**src/rtl/ps2_pkg.sv**
```systemverilog
// Shared PS/2 definitions: transmitter state encoding, frame geometry and parity helper.
// Pure declarations; no timing and no flow control of its own.
package ps2_pkg;

  typedef enum logic [2:0] {
    ST_IDLE,
    ST_WAIT_REL,
    ST_BIT_HI,
    ST_BIT_LO,
    ST_GAP
  } ps2_state_e;

  localparam int FRAME_BITS       = 11;
  localparam int LAST_BIT         = 10;
  localparam int INHIBIT_MASK_CYC = 3;

  // Odd parity: the bit that makes the total count of ones in data+parity odd.
  function automatic logic odd_parity(input logic [7:0] b);
    return ~(^b);
  endfunction

endpackage

```
**src/rtl/ps2_device_tx_if.sv**
```systemverilog
// Byte-request / status bundle plus the PS/2 line pins between a client and ps2_device_tx.
// master = client driving bytes and the sensed clock line; slave = the transmitter.
interface ps2_device_tx_if;
  logic [7:0] tx_data;
  logic       tx_start;
  logic       ps2c_in;
  logic       ps2c_o;
  logic       ps2d_o;
  logic       tx_busy;
  logic       tx_done;
  logic       tx_abort;

  modport master (
    output tx_data, tx_start, ps2c_in,
    input  ps2c_o, ps2d_o, tx_busy, tx_done, tx_abort
  );

  modport slave (
    input  tx_data, tx_start, ps2c_in,
    output ps2c_o, ps2d_o, tx_busy, tx_done, tx_abort
  );
endinterface

```
**src/rtl/ps2_sync.sv**
```systemverilog
// Two-flop synchroniser for an asynchronous PS/2 line, reset to the released (high) level.
// Latency 2 clk cycles; no backpressure.
module ps2_sync (
  input  logic clk,
  input  logic reset,
  input  logic i_async,
  output logic o_sync
);

  logic [1:0] r_ff;

  always_ff @(posedge clk) begin
    if (!reset) begin
      r_ff <= 2'b11;
    end else begin
      r_ff <= {r_ff[0], i_async};
    end
  end

  assign o_sync = r_ff[1];

endmodule

```
**src/rtl/ps2_device_tx.sv**
```systemverilog
// PS/2 device-side frame transmitter; first data bit on the line 1 cycle after an accepted start, tx_start ignored while busy.
// Host inhibit aborts the frame; with PS2_TX_RETRY_EN defined the frame is retried after the inhibit releases.
module ps2_device_tx
  import ps2_pkg::*;
#(
  parameter int HALF_CYC = 4000,
  parameter int IDLE_GAP = 8000,
  parameter int CNT_W    = 16
) (
  input logic            clk,
  input logic            reset,
  ps2_device_tx_if.slave bus
);

  ps2_state_e            r_state;
  ps2_state_e            w_next;
  logic [CNT_W-1:0]      r_cnt;
  logic [3:0]            r_idx;
  logic [FRAME_BITS-1:0] r_frame;
  logic                  r_done;
  logic                  r_abort;
`ifndef PS2_TX_RETRY_EN
  logic                  r_aborted;
`endif

  logic w_ps2c_s;
  logic w_half_end;
  logic w_gap_end;
  logic w_inhibit;

  ps2_sync u_sync (
    .clk     (clk),
    .reset   (reset),
    .i_async (bus.ps2c_in),
    .o_sync  (w_ps2c_s)
  );

  assign w_half_end = (r_cnt == CNT_W'(HALF_CYC - 1));
  assign w_gap_end  = (r_cnt == CNT_W'(IDLE_GAP - 1));
  // The first cycles of BIT_HI still see our own low clock through the synchroniser.
  assign w_inhibit  = !w_ps2c_s && (r_cnt >= CNT_W'(INHIBIT_MASK_CYC)) &&
                      (r_idx <= 4'(LAST_BIT - 1));

  always_ff @(posedge clk) begin
    if (!reset) begin
      r_state   <= ST_IDLE;
      r_cnt     <= '0;
      r_idx     <= '0;
      r_frame   <= '0;
      r_done    <= 1'b0;
      r_abort   <= 1'b0;
`ifndef PS2_TX_RETRY_EN
      r_aborted <= 1'b0;
`endif
    end else begin
      r_state <= w_next;
      r_done  <= (r_state == ST_GAP) && (w_next == ST_IDLE);
      r_abort <= (r_state == ST_BIT_HI) && w_inhibit;

      // WAIT_REL counts consecutive released cycles; other states count time in state.
      if (w_next != r_state) begin
        r_cnt <= '0;
      end else if ((r_state == ST_WAIT_REL) && !w_ps2c_s) begin
        r_cnt <= '0;
      end else if (r_state != ST_IDLE) begin
        r_cnt <= r_cnt + CNT_W'(1);
      end

      case (r_state)
        ST_IDLE: begin
          if (bus.tx_start) begin
            r_frame   <= {1'b1, odd_parity(bus.tx_data), bus.tx_data, 1'b0};
            r_idx     <= '0;
`ifndef PS2_TX_RETRY_EN
            r_aborted <= 1'b0;
`endif
          end
        end
        ST_WAIT_REL: begin
          if (w_next != ST_WAIT_REL) begin
            r_idx     <= '0;
`ifndef PS2_TX_RETRY_EN
            r_aborted <= 1'b0;
`endif
          end
        end
`ifndef PS2_TX_RETRY_EN
        ST_BIT_HI: begin
          if (w_inhibit) begin
            r_aborted <= 1'b1;
            r_frame   <= '1;
          end
        end
`endif
        ST_BIT_LO: begin
          if (w_next == ST_BIT_HI) begin
            r_idx <= r_idx + 4'd1;
          end
        end
        default: ;
      endcase
    end
  end

  always_comb begin
    w_next = r_state;
    case (r_state)
      ST_IDLE: begin
        if (bus.tx_start) begin
          w_next = w_ps2c_s ? ST_BIT_HI : ST_WAIT_REL;
        end
      end
      ST_WAIT_REL: begin
        if (w_ps2c_s && w_gap_end) begin
`ifdef PS2_TX_RETRY_EN
          w_next = ST_BIT_HI;
`else
          w_next = r_aborted ? ST_IDLE : ST_BIT_HI;
`endif
        end
      end
      ST_BIT_HI: begin
        if (w_inhibit) begin
          w_next = ST_WAIT_REL;
        end else if (w_half_end) begin
          w_next = ST_BIT_LO;
        end
      end
      ST_BIT_LO: begin
        if (w_half_end) begin
          w_next = (r_idx == 4'(LAST_BIT)) ? ST_GAP : ST_BIT_HI;
        end
      end
      ST_GAP: begin
        if (w_gap_end) begin
          w_next = ST_IDLE;
        end
      end
      default: w_next = ST_IDLE;
    endcase
  end

  always_comb begin
    bus.ps2c_o   = 1'b1;
    bus.ps2d_o   = 1'b1;
    bus.tx_busy  = (r_state != ST_IDLE);
    bus.tx_done  = r_done;
    bus.tx_abort = r_abort;
    case (r_state)
      ST_BIT_HI: bus.ps2d_o = r_frame[r_idx];
      ST_BIT_LO: begin
        bus.ps2c_o = 1'b0;
        bus.ps2d_o = r_frame[r_idx];
      end
      default: ;
    endcase
  end

endmodule

```
**src/flat_wrapper.sv**
```systemverilog
// flat-port wrapper written by rule: the top's interface ports become plain ports
module ps2_device_tx_flat import ps2_pkg::*;
#(
  parameter int HALF_CYC = 4000,
  parameter int IDLE_GAP = 8000,
  parameter int CNT_W    = 16
)
  (clk, reset, bus_tx_data, bus_tx_start, bus_ps2c_in, bus_ps2c_o, bus_ps2d_o, bus_tx_busy, bus_tx_done, bus_tx_abort);
  ps2_device_tx_if bus_i ();
  input logic clk;
  input logic reset;
  input wire logic [$bits(bus_i.tx_data)-1:0] bus_tx_data;
  input wire logic [$bits(bus_i.tx_start)-1:0] bus_tx_start;
  input wire logic [$bits(bus_i.ps2c_in)-1:0] bus_ps2c_in;
  output wire logic [$bits(bus_i.ps2c_o)-1:0] bus_ps2c_o;
  output wire logic [$bits(bus_i.ps2d_o)-1:0] bus_ps2d_o;
  output wire logic [$bits(bus_i.tx_busy)-1:0] bus_tx_busy;
  output wire logic [$bits(bus_i.tx_done)-1:0] bus_tx_done;
  output wire logic [$bits(bus_i.tx_abort)-1:0] bus_tx_abort;
  assign bus_i.tx_data = bus_tx_data;
  assign bus_i.tx_start = bus_tx_start;
  assign bus_i.ps2c_in = bus_ps2c_in;
  assign bus_ps2c_o = bus_i.ps2c_o;
  assign bus_ps2d_o = bus_i.ps2d_o;
  assign bus_tx_busy = bus_i.tx_busy;
  assign bus_tx_done = bus_i.tx_done;
  assign bus_tx_abort = bus_i.tx_abort;
  ps2_device_tx #(.HALF_CYC(HALF_CYC), .IDLE_GAP(IDLE_GAP), .CNT_W(CNT_W)) u_core (.clk(clk), .reset(reset), .bus(bus_i));
endmodule
```
**config.mk**
```make
export PLATFORM = sky130hd
export DESIGN_NAME = ps2_device_tx_flat
export DESIGN_NICKNAME = d
export VERILOG_FILES = /design/src/rtl/ps2_pkg.sv /design/src/rtl/ps2_device_tx_if.sv /design/src/rtl/ps2_sync.sv /design/src/rtl/ps2_device_tx.sv /design/src/flat_wrapper.sv
export SDC_FILE = /design/constraint.sdc
export NUM_CORES = 1
export LEC_CHECK = 0
export ABC_CLOCK_PERIOD_IN_PS = 2800
export BUFFER_PORTS_ARGS = -buffer_cell sky130_fd_sc_hd__buf_4
export CORE_AREA = 2 2 65 67
export CTS_CLUSTER_DIAMETER = 100
export DETAILED_ROUTE_END_ITERATION = 10
export DIE_AREA = 0 0 67 69
export HOLD_SLACK_MARGIN = 0.08
export PLACE_DENSITY = 0.77
export SLEW_MARGIN = 40
export SYNTH_ARGS = -nofsm -noshare
export SYNTH_HDL_FRONTEND = slang
export SYNTH_SLANG_ARGS = --single-unit
```
**constraint.sdc**
```tcl
create_clock -name clk -period 2.8 [get_ports clk]
set_input_delay 0 -clock clk [delete_from_list [all_inputs] [get_ports clk]]
set_output_delay 0 -clock clk [all_outputs]
set_load 0.005 [all_outputs]
```
# Word-level counts from Yosys, hierarchy flattened
# Index checks and enable logic that the tools add are counted.
# op_classes
add_sub_neg,2
magnitude_cmp,3
eq_ne,14
muxes,25
bitwise_logic,2
n_reduce_logical,19
# ops
cell,n
two-way mux 11 bit,2
case mux 11 bit (2 select lines),1
two-way mux 3 bit,7
"adder 16 x 1 -> 16 bit, second input constant",1
"equality test 16 x 12 -> 1 bit, second input constant",1
"equality test 16 x 13 -> 1 bit, second input constant",1
">= comparator 16 x 2 -> 1 bit, second input constant",1
case mux 3 bit (5 select lines),1
two-way mux 4 bit,3
case mux 4 bit (3 select lines),1
"equality test 3 x 2 -> 1 bit, second input constant",3
nonzero test 3 bit,3
AND reduction 4 bit,2
XOR reduction 8 bit,1
logical AND 1 bit,6
logical NOT 3 bit,2
two-way mux 1 bit,6
"less-than comparator 4 x 5 -> 1 bit, second input constant",1
"adder 4 x 1 -> 4 bit, second input constant",1
binary-select mux 1 bit (select 4 bit),1
"equality test 4 bit, second input constant",1
"less-or-equal comparator 4 bit, second input constant",1
two-way mux 2 bit,2
"!= test 2 x 1 -> 1 bit, second input constant",2
other kinds (12),14
# word_totals
regBits,39
inputBits,12
output_inout_bits,5
elab_cells,73

# Logic depth before layout (Yosys ltp)
# logic_depth
word_depth,8
depth_mapped,10
ltp_nobuf,8

# Cells and area by module
# From an unflattened synthesis, not the netlist that was laid out.
# hier_totals
hier_cells,257
hier_area_um2,2263.4
# modules_own_cells
module,instances,cells_per_inst,area_each_um2,seq_area_each_um2
ps2_device_tx,1,253,2210.9,740.7
ps2_sync,1,4,52.6,40.0

# Worst setup path after synthesis
# Ideal clock, no wire load.
# synth_timing
path_type,register -> register
startpoint,register u_core.r_idx[0]
endpoint,register u_core.r_cnt[10]
setup_time_ps,125
t_arrival_ps,2066
required_ps,2675
setup_slack_ps,609
stages_incl_launch_ff,11
path_buffers,2
period_less_slack_ps,2191
cell_sequence,dfxtp_1 > clkbuf_1 > inv_1 > ha_1 > o21bai_1 > a21oi_1 > a2111oi_4 > nor2_1 > o2111ai_4 > buf_6 > nor3_2
# synth_via
elab_chain_cells,6
elab_cells_between_ends,9
cone_classes,order compare: 1; eq/ne: 2; mux: 4; reduce/logical: 2
# synth_lines
item,line_no,source
"start, declared",ps2_device_tx.sv:18,logic [3:0] r_idx;
"start signal, assigned",ps2_device_tx.sv:97,r_idx <= r_idx + 4'd1;
less-or-equal comparator 4 bit / equality test 4 bit (equally long branches),"ps2_device_tx.sv:42, ps2_device_tx.sv:131",
logical AND 1 bit / two-way mux 3 bit (equally long branches),"ps2_device_tx.sv:41, ps2_device_tx.sv:131",
two-way mux 3 bit (on tied branches),"ps2_device_tx.sv:123, ps2_device_tx.sv:130",
case mux 3 bit (5 select lines) *,ps2_device_tx.sv:107,case (r_state)
!= test 3 bit *,ps2_device_tx.sv:61,if (w_next != r_state) begin
OR reduction 3 bit (no source line) *,-,
"end signal, assigned",ps2_device_tx.sv:66,r_cnt <= r_cnt + CNT_W'(1);
"end, declared",ps2_device_tx.sv:17,logic [CNT_W-1:0] r_cnt;
# Every way passes the cells marked *; elsewhere a longest branch is shown, timed or not.
# A chain may end at the register's enable or synchronous reset.

# Worst setup path after layout
# layout_timing
startpoint,register u_core.r_cnt[0]
endpoint,register u_core.r_cnt[3]
# layout_via
elab_chain_cells,7
elab_cells_between_ends,15
cone_classes,add/sub: 1; order compare: 1; eq/ne: 3; mux: 6; reduce/logical: 4
# layout_lines
item,line_no,source
>= comparator 16 x 2 -> 1 bit,ps2_device_tx.sv:41,assign w_inhibit = !w_ps2c_s && (r_cnt >= CNT_W'(INHIBIT_MASK_CYC)) &&
logical AND 1 bit (2 in a row),ps2_device_tx.sv:41,
two-way mux 3 bit,ps2_device_tx.sv:123,if (w_inhibit) begin
case mux 3 bit (5 select lines),ps2_device_tx.sv:107,
!= test 3 bit,ps2_device_tx.sv:61,
OR reduction 3 bit (no source line),-,
# Several ways; a longest one is shown, not always the timed one.

==> key figures <==
Global route
  • Number of global-route vias before repair: 1,724
  • Largest net degree at the start of global routing: 23
  • Gr usage total: 0.218
  • Congestion Overflow GR: 0
  • Wire length of the first global-routing pass: 8.00 mm
  • Initial antenna violation count: 0

Clock network
  • Cts bufs inserted: 5
  • Clock Latency Late Sink: 0.30 ns
  • Clock slew at reported path FFs: 0.08 ns
  • CTS tree: yes
  • Post-CTS setup buffers: 0
  • Post_cts resized: 0
  • Clock sink count: 39
  • CTS max path bufs: 2
  • Root Driver: clkbuf_8
  • H-tree levels: 2

STA
  • Slew HR: 0.593
  • RSZ-0062 raised after global routing: false
  • Clock Skew: 0.00965 ns
  • Fin crit share: 0.846
  • Fin crit period: 2.37 ns
  • Setup tns final: 0 ns
  • Worst-Margin Slew: 0.611 ns
  • Max Freq: 422 MHz
  • Slew Viols, Final: 0
  • Post-route setup slack: 0.430 ns
  • Final Hold Vio Count: 0
  • Final setup vio count: 0

Worst setup path
  • Critical Path, Cell by Cell: ha_1 -> nor4_1 -> nand4_2 -> a2111oi_4 -> nor2_1 -> o2111ai_4 -> nor3_1
  • CP peak stage delay: 0.53 ns
  • Worst Path Buf+Inv: 0
  • Reg2Reg Capture Point: u_core.r_cnt[3]
  • Worst r2r src: u_core.r_cnt[0]
  • Worst reg2reg setup slack: 0.43 ns
  • CP Class: reg -> reg
  • Critical path data arrival time: 2.52 ns
  • Family with the most delay on the worst path: compound AO/OA/AOI/OAI gates
  • Critical Path Sink: u_core.r_cnt[3]
  • Cell count along the critical path: 7
  • Critical Path RT: 2.95 ns
  • Peak fanout along the critical path: 16
  • Worst Setup SP: u_core.r_cnt[0]
  • Slowest CP cell: o2111ai_4
  • R2R depth: 7
  • Element type at the critical path end: flip-flop
  • Startpoint Class: flip-flop

Logic synthesis
  • Synth Instances: 249
  • Post-synth EDFFs: 0
  • Top post-synthesis cells by area: dfxtp_1 35%, nor2_1 4.7%, xnor2_1 4.7%
  • Post-Syn Area: 0.00225 mm^2
  • FF+latch count, synth: 39
  • Primary FF master, synth: dfxtp_1
  • Synth top area share: 0.346
  • Synthesis Warnings: 0
  • Syn avg cell area: 9.05 um^2
  • Post-synth cell types: 53
  • Post-synth net total: 266
  • Most frequent cell after synthesis: dfxtp_1
  • Synth async-reset ratio: 0
  • Leading area contributor after synthesis: dfxtp_1
  • Synth cell count leaders: 39 x dfxtp_1, 28 x nor2_1, 14 x nand2_1, 14 x nor3_1, 12 x xnor2_1
  • Sequential share of the synthesized area: 0.346

Detailed routing
  • Routed wl met3: 229 um
  • Detail Route Antenna Nets: 0
  • Avg WL per Cell: 14.3 um
  • First drt pass iteration count: 4
  • Via count: 1,893
  • Met1 wire length: 2.25 mm
  • Top Metal Used: met4
  • Drt total wl: 4.68 mm
  • DR vias/cell: 5.77
  • DR WL met2: 2.16 mm
  • First DRT Iteration DRCs: 179
  • Residual DRC: 0

Finish
  • Share of cells above drive strength 1: 0.194
  • Area delta synth->final: 17.8%
  • Final nets: 294
  • Ant. Diodes: 0

Placement
  • Pre-CTS WS: 0.447 ns
  • I/O Buffers: 16
  • GPL Wtd Cong: 0.874
  • Dpl hpwl: 3.20 mm

Min path
  • HP Class: in -> reg

Pwr
  • Peak VDD IR: 0.381 mV
  • Pwr Density: 524 mW/mm^2
  • Leakage: 0.944 nW

Floorplanning
  • Starting Density: 0.576
  • I/O pins: 17
  • Vert. Die Dim: 69 um
  • Row Count: 23
  • Die area: 0.00462 mm^2
  • Chip width: 67 um
  • Area of the core: 0.00391 mm^2

Run
  • Maxcap violations: 0

Outcome
  • Status: completed
[metal layers]
| metal | up-vias | track usage |
|---|---|---|
| met1 | 897 | 0.320 |
| met3 | 4 | 0.0440 |
| li1 | 956 | - |
| met5 | - | 0 |
| met2 | 36 | 0.323 |
| met4 | 0 | 0.0544 |
[sequential cells by signal, summed over array words and instances, names as in the netlist]
name / flops
u_core.r_state: 3
u_core.r_cnt: 16
u_core.bus.tx_done: 1
u_core.r_frame: 11
u_core.bus.tx_abort: 1
u_core.r_aborted: 1
u_core.r_idx: 4
u_core.u_sync.r_ff: 2
[timing repair]
action,CTS,global route
endpoints found under the setup margin,0,0
hold buffers,11,0
endpoints found under the hold margin,16,0
[where the power goes]
group	leakage (nW)	total (mW)	switching [mW]	internal, mW
Sequential	0.318	0.608	0.0252	0.582
Clock	0.0654	0.555	0.199	0.356
Combinational	0.561	0.227	0.122	0.106
[metrics by stage]
| stage | instance area [um^2] | hold WS [ns] | total power, mW | instances | utilization |
|---|---|---|---|---|---|
| final | 2650 | 0.320 | 1.39 | 328 | 0.678 |
| after CTS | 2650 | 0.308 | 1.40 | 328 | 0.678 |
| after global placement | 2410 | 0.183 | 0.829 | 309 | 0.616 |
| after detailed placement | 2410 | 0.191 | 0.833 | 309 | 0.616 |
| after global routing | 2650 | 0.359 | 1.45 | 328 | 0.678 |
| after floorplan | 2250 | 0.101 | 0.778 | 249 | - |
[how the worst min path moves through the flow]
stage                       startpoint               endpoint  slack, ns  cells past startpoint
after floorplan            bus_ps2c_in  u_core.u_sync.r_ff[0]       0.10                      1
after global placement     bus_ps2c_in  u_core.u_sync.r_ff[0]       0.18                      2
after detailed placement   bus_ps2c_in  u_core.u_sync.r_ff[0]       0.19                      2
after CTS                 bus_tx_start        u_core.r_idx[2]       0.31                      5
after global routing      bus_tx_start        u_core.r_idx[2]       0.36                      5
final                     bus_tx_start        u_core.r_idx[2]       0.32                      5
[cell type report]
class | instances | area [um^2]
clock buffer | 6 | 72.6
clock inverter | 2 | 60.1
fill | 331 | 1260
inverter | 7 | 26.3
multi-input combinational | 188 | 1350
sequential | 39 | 781
tap | 50 | 62.6
timing repair buffer | 36 | 298
[cell usage in the layout, fill, tap and decap left out, types with 8 or more instances in the layout]
cell            n
nor2_1         28
o21ai_0         8
dlygate4sd3_1  11
nor3_2         11
nor3_1         13
dfxtp_1        39
xor2_1         10
xnor2_1        12
buf_4          25
a211oi_1        9
nand2_1        14
[cell families (layout without fill, tap and decap cells)]
group,after synthesis,after routing,synth area share
xor+xnor,22,22,0.0855
flops,39,39,0.346
compound gates,46,46,0.157
fa+ha+maj,5,5,0.0278
mux,7,7,0.0422
simple gates,108,108,0.287
buf+inv,22,51,0.0550
[worst register-to-register path: stages (launching register included)]
cell and delay (ns):
dfxtp_1 0.34, ha_1 0.24, nor4_1 0.26, nand4_2 0.21, a2111oi_4 0.40, nor2_1 0.14
o2111ai_4 0.54, nor3_1 0.12
No activity file was read; power rests on OpenSTA's default activity.
